### config.mk
export PLATFORM = sky130hd
export DESIGN_NAME = paddle_button_conditioner
export DESIGN_NICKNAME = d
export VERILOG_FILES = /design/src/rtl/paddle_button_conditioner.sv
export SDC_FILE = /design/constraint.sdc
export NUM_CORES = 1
export LEC_CHECK = 0
export ABC_AREA = 1
export CAP_MARGIN = 10
export CELL_PAD_IN_SITES_DETAIL_PLACEMENT = 0
export CELL_PAD_IN_SITES_GLOBAL_PLACEMENT = 1
export CORE_MARGIN = 1
export CORE_UTILIZATION = 41
export DETAILED_ROUTE_END_ITERATION = 8
export PLACE_DENSITY = 0.73
export SLEW_MARGIN = 20
export SYNTH_ARGS = -nofsm -noshare
export SYNTH_HDL_FRONTEND = slang
export SYNTH_SLANG_ARGS = --single-unit
### constraint.sdc
create_clock -name clk -period 1.4 [get_ports clk]
set_input_delay 0.28 -clock clk [delete_from_list [all_inputs] [get_ports clk]]
set_output_delay 0.28 -clock clk [all_outputs]
set_load 0.005 [all_outputs]
### src/rtl/paddle_button_conditioner.sv
// Button front end for the paddle: synchronize, debounce, and resolve two raw
// buttons into frame-coherent up/down levels with last-pressed-wins arbitration.
module paddle_button_conditioner #(
  parameter int unsigned DEBOUNCE_CYCLES = 400000,
  parameter int unsigned CNT_W           = 19,
  parameter bit          BTN_ACTIVE_HIGH = 1'b1
) (
  input  logic clk,
  input  logic reset,
  input  logic btnUpRaw,
  input  logic btnDownRaw,
  input  logic frameTick,
  output logic up,
  output logic down,
  output logic dbUp,
  output logic dbDown,
  output logic anyPress
);

  typedef enum logic [1:0] {
    IDLE      = 2'd0,
    MOVE_UP   = 2'd1,
    MOVE_DOWN = 2'd2
  } state_t;

  localparam logic [CNT_W-1:0] CNT_LAST = CNT_W'(DEBOUNCE_CYCLES - 1);
  localparam int unsigned      UP_IDX   = 0;
  localparam int unsigned      DN_IDX   = 1;

  logic [1:0]       raw;
  logic [1:0]       sync1;
  logic [1:0]       sync2;
  logic [1:0]       db;
  logic [1:0]       rise_c;
  logic [1:0]       rise;
  logic [CNT_W-1:0] cnt [2];
  state_t           state;

  // Everything past this point treats 1 as pressed.
  assign raw = BTN_ACTIVE_HIGH ? {btnDownRaw, btnUpRaw} : ~{btnDownRaw, btnUpRaw};

  // A debounced level is about to rise on this edge.
  always_comb begin
    rise_c = '0;
    for (int i = 0; i < 2; i++) begin
      rise_c[i] = sync2[i] & ~db[i] & (cnt[i] == CNT_LAST);
    end
  end

  // Synchronizers, debouncers and press detection.
  always_ff @(posedge clk) begin
    if (reset) begin
      sync1    <= '0;
      sync2    <= '0;
      db       <= '0;
      rise     <= '0;
      anyPress <= 1'b0;
      cnt[0]   <= '0;
      cnt[1]   <= '0;
    end else begin
      sync1    <= raw;
      sync2    <= sync1;
      rise     <= rise_c;
      anyPress <= |rise_c;
      for (int i = 0; i < 2; i++) begin
        if (sync2[i] == db[i]) begin
          cnt[i] <= '0;
        end else if (cnt[i] == CNT_LAST) begin
          db[i]  <= sync2[i];
          cnt[i] <= '0;
        end else begin
          cnt[i] <= cnt[i] + CNT_W'(1);
        end
      end
    end
  end

  assign dbUp   = db[UP_IDX];
  assign dbDown = db[DN_IDX];

  // Direction arbitration; a fresh press always takes over the other direction.
  always_ff @(posedge clk) begin
    if (reset) begin
      state <= IDLE;
    end else begin
      case (state)
        IDLE: begin
          if (rise[UP_IDX] && !rise[DN_IDX])            state <= MOVE_UP;
          else if (rise[DN_IDX] && !rise[UP_IDX])       state <= MOVE_DOWN;
          else if (rise[DN_IDX] && rise[UP_IDX])        state <= IDLE;
          else if (db[UP_IDX] && !db[DN_IDX])           state <= MOVE_UP;
          else if (db[DN_IDX] && !db[UP_IDX])           state <= MOVE_DOWN;
          else                                          state <= IDLE;
        end
        MOVE_UP: begin
          if (rise[DN_IDX])                             state <= MOVE_DOWN;
          else if (!db[UP_IDX] && db[DN_IDX])           state <= MOVE_DOWN;
          else if (!db[UP_IDX] && !db[DN_IDX])          state <= IDLE;
          else                                          state <= MOVE_UP;
        end
        MOVE_DOWN: begin
          if (rise[UP_IDX])                             state <= MOVE_UP;
          else if (!db[DN_IDX] && db[UP_IDX])           state <= MOVE_UP;
          else if (!db[DN_IDX] && !db[UP_IDX])          state <= IDLE;
          else                                          state <= MOVE_DOWN;
        end
        default:                                        state <= IDLE;
      endcase
    end
  end

  // Direction levels only update on the frame tick, from the pre-edge state.
  always_ff @(posedge clk) begin
    if (reset) begin
      up   <= 1'b0;
      down <= 1'b0;
    end else if (frameTick) begin
      up   <= (state == MOVE_UP);
      down <= (state == MOVE_DOWN);
    end
  end

endmodule

==> run_results.csv <==
group,metric,value,unit
status,status,"complete, but fails checks",
status,violations,"setup timing",
yosys,async_flop_share,0,%
detailed_routing,ant_nets,0,
yosys,yosysTopAreaCell,"edfxtp_1",
grt,gr-usage-all-layers,18.4,%
die,pin_count,10,
detailed_routing,avgViaCountPerCell,4.55,
yosys,yosys.cell_count.top_type,"nor2_1",
layout,nets,492,
grt,grt_pass1_vias,2463,
timing,post-route-period-util,108,%
clock_network,cts_tree,"done",
die,fp.dieW,85.1,microns
grt,grt_pass1_wl,10400,microns
die,core_area,6490,sq um
die,fp.dieArea,7240,sq um
place,dp_slack,-0.203,ns
critical_path,worstPathMaxFanout,4,
yosys,ys.flop_type,"edfxtp_1",
yosys,synth-compound-area-share,5.61,%
yosys,synth_seq_cells,51,
critical_path,crit_type,"flip-flop to flip-flop",
detailed_routing,highest_layer,"met4",
yosys,yosysSeqAreaShare,49.5,%
detailed_routing,wl_met2,3350,microns
detailed_routing,wl_met3,135,microns
power_and_ir_drop,total_power,3.06,mW
detailed_routing,drt-pass1-iter-count,4,
detailed_routing,drcViolationCount,0,
yosys,netlist_area,2830,sq um
power_and_ir_drop,p_leak,1.78,nW
power_and_ir_drop,irDropWorstVdd,615,uV
yosys,synthTopCellsByArea,"edfxtp_1 (40%), nor2_1 (10%), nand2_1 (9.7%), dfxtp_1 (9.2%), inv_1 (5.4%)",
timing,finalMaxSlewViolations,0,
critical_path,cp.required,1.47,ns
clock_network,cts_buffers,5,
clock_network,clkTransAtPathRegs,0.09,ns
detailed_routing,drtIter0Drc,45,
yosys,synth_top_family_by_area,"simple AND/OR/NAND/NOR gates",
grt,antenna_found_initial,0,
timing,fin_crit,1.51,ns
detailed_routing,detail_route.wl_per_cell,11.2,microns
yosys,syn_inst,350,
yosys,synth.lib_cells_used.distinct,28,
place,place_area,3710,sq um
min_path,min_path_type,"flip-flop to flip-flop",
place,place_congestion,0.777,
place,hpwl,4500,microns
critical_path,critPathCaptureType,"flip-flop",
detailed_routing,drt-met1-wl,2740,microns
critical_path,crit_arrival,1.58,ns
yosys,synthSimpleGateAreaFrac,32.0,%
layout,final_util,65.3,%
yosys,synth-edff-count,38,
die,rows,29,
layout,layout.filler_cells,564,
timing,finalSetupViolCount,36,
critical_path,start_kind,"flip-flop",
detailed_routing,vias,2555,
place,portBuffers,9,
grt,globalRoute.totalOverflow,0,
timing,fin_ws,-0.114,ns
yosys,synth_top_area_share,40.3,%
yosys,synthAdderAreaFrac,1.77,%
yosys,muxShareOfSynthArea,0,%
clock_network,cts_hold_buf,0,
die,dieHeight,85.1,microns
timing,fmax,661,MHz
clock_network,clockRootBuffer,"clkbuf_8",
yosys,synthTopCellsByCount,"nor2_1 (79), nand2_1 (73), inv_1 (41)",
clock_network,clkLatencyLatePin,0.31,ns
clock_network,cts_max_level,2,
layout,postLayoutCellArea,4240,sq um
power_and_ir_drop,power_density,722,nW/um^2
clock_network,cts_buffer_depth,2,
layout,num_antenna_cells,0,
timing,grt_setup_unrepaired,"yes",
layout,area_delta_synth_final,49.7,%
yosys,syn_avg_cell_area,8.09,sq um
timing,skew,0.0122,ns
layout,drive_above_1_share,33.7,%
grt,grt_max_degree,17,
run,maxCapViolCount,0,
detailed_routing,drt_wl_total,6310,microns
yosys,yosys_warnings,0,
yosys,synthXorXnorAreaFrac,4.33,%
die,start_util,43.6,%
timing,hold_viol,0,
clock_network,clock_sinks,51,
[area by class of cell]
type / instances / area [sq um] / area share [%]
Clock buffer: 5 / 68.8 / 1.62
Clock inverter: 3 / 43.8 / 1.03
Inverter: 43 / 166 / 3.93
Multi-Input combinational cell: 293 / 1720 / 40.6
Sequential cell: 51 / 1400 / 33.1
Tap cell: 77 / 96.3 / 2.27
Timing Repair Buffer: 89 / 737 / 17.4
[per-stage QoR]
stage	TNS (ns)	hold WS, ns	cells
2_1_floorplan	-1.81	0.370	387
3_3_place_gp	-4.54	0.392	539
3_5_place_dp	-5.83	0.400	539
4_1_cts	-3.25	0.413	554
5_1_grt	-5.80	0.429	561
6_report	-2.91	0.411	561
[cell usage in the layout, fill, tap and decap left out, types with 3 or more instances in the layout]
cell / instances
buf_12: 3
nand3_4: 5
inv_1: 37
xor2_1: 8
nor2_4: 11
dlygate4sd2_1: 5
inv_2: 5
clkdlybuf4s50_1: 4
nand2_2: 8
nand4_1: 4
conb_1: 38
dfxtp_1: 11
buf_4: 73
nand3_2: 7
nand2_8: 4
xnor2_1: 5
o21ai_0: 8
nand2_1: 67
buf_6: 4
edfxtp_1: 38
a21oi_1: 13
clkbuf_8: 5
a21oi_2: 6
nand3b_1: 3
nor2_2: 14
nor2_1: 59
nand3_1: 13
[logic make-up after synthesis]
group	count (synthesis)
buffers and inverters	46
AND/OR/NAND/NOR	203
other	1
XOR/XNOR	14
AO/OA/AOI/OAI	31
adder cells (fa/ha/maj)	4
flip-flops	51
[per-layer routing]
layer,vias up,track usage (%)
met3,10,3.50
met5,-,0
met1,1164,20.8
met2,21,34.8
met4,0,6.01
li1,1360,-
[worst max-delay path, stage by stage (launching register included)]
cell and delay, ns:
edfxtp_1 0.42, ha_4 0.17, nand3_4 0.07, nor2_4 0.19, nand3b_4 0.14, buf_12 0.16
nand2_4 0.09, a21oi_1 0.04
[registers in the layout, indices dropped and copies added, names as in the netlist]
| name | count |
|---|---|
| cnt | 38 |
| rise | 2 |
| sync1 | 2 |
| sync2 | 2 |
| up | 1 |
| anyPress | 1 |
| state | 2 |
| down | 1 |
| db | 2 |
[what timing repair did]
item / 4_1_cts / 5_1_grt
pin swaps: 10 / 23
resized for setup: 34 / 43
buffers inserted: 5 / 6
cloned: 2 / 1
endpoints found under the setup margin: 44 / 42
[power by group]
group	internal, mW	total [mW]	leakage (nW)	switching [mW]
sequential	1.68	1.72	0.499	0.0398
combinational	0.146	0.303	1.23	0.157
clock	0.533	1.04	0.0581	0.508
[path summary, 6_finish.rpt]
kind	startpoint	endpoint	slack, ns	cells past startpoint
worst min-delay path	sync1[1]	sync2[1]	0.41	2
worst min register to register	sync1[1]	sync2[1]	0.41	2
worst max-delay path	cnt[1][0]	cnt[1][3]	-0.11	7
worst max register to register	cnt[1][0]	cnt[1][3]	-0.11	7
No activity file was read; power rests on OpenSTA's default activity.
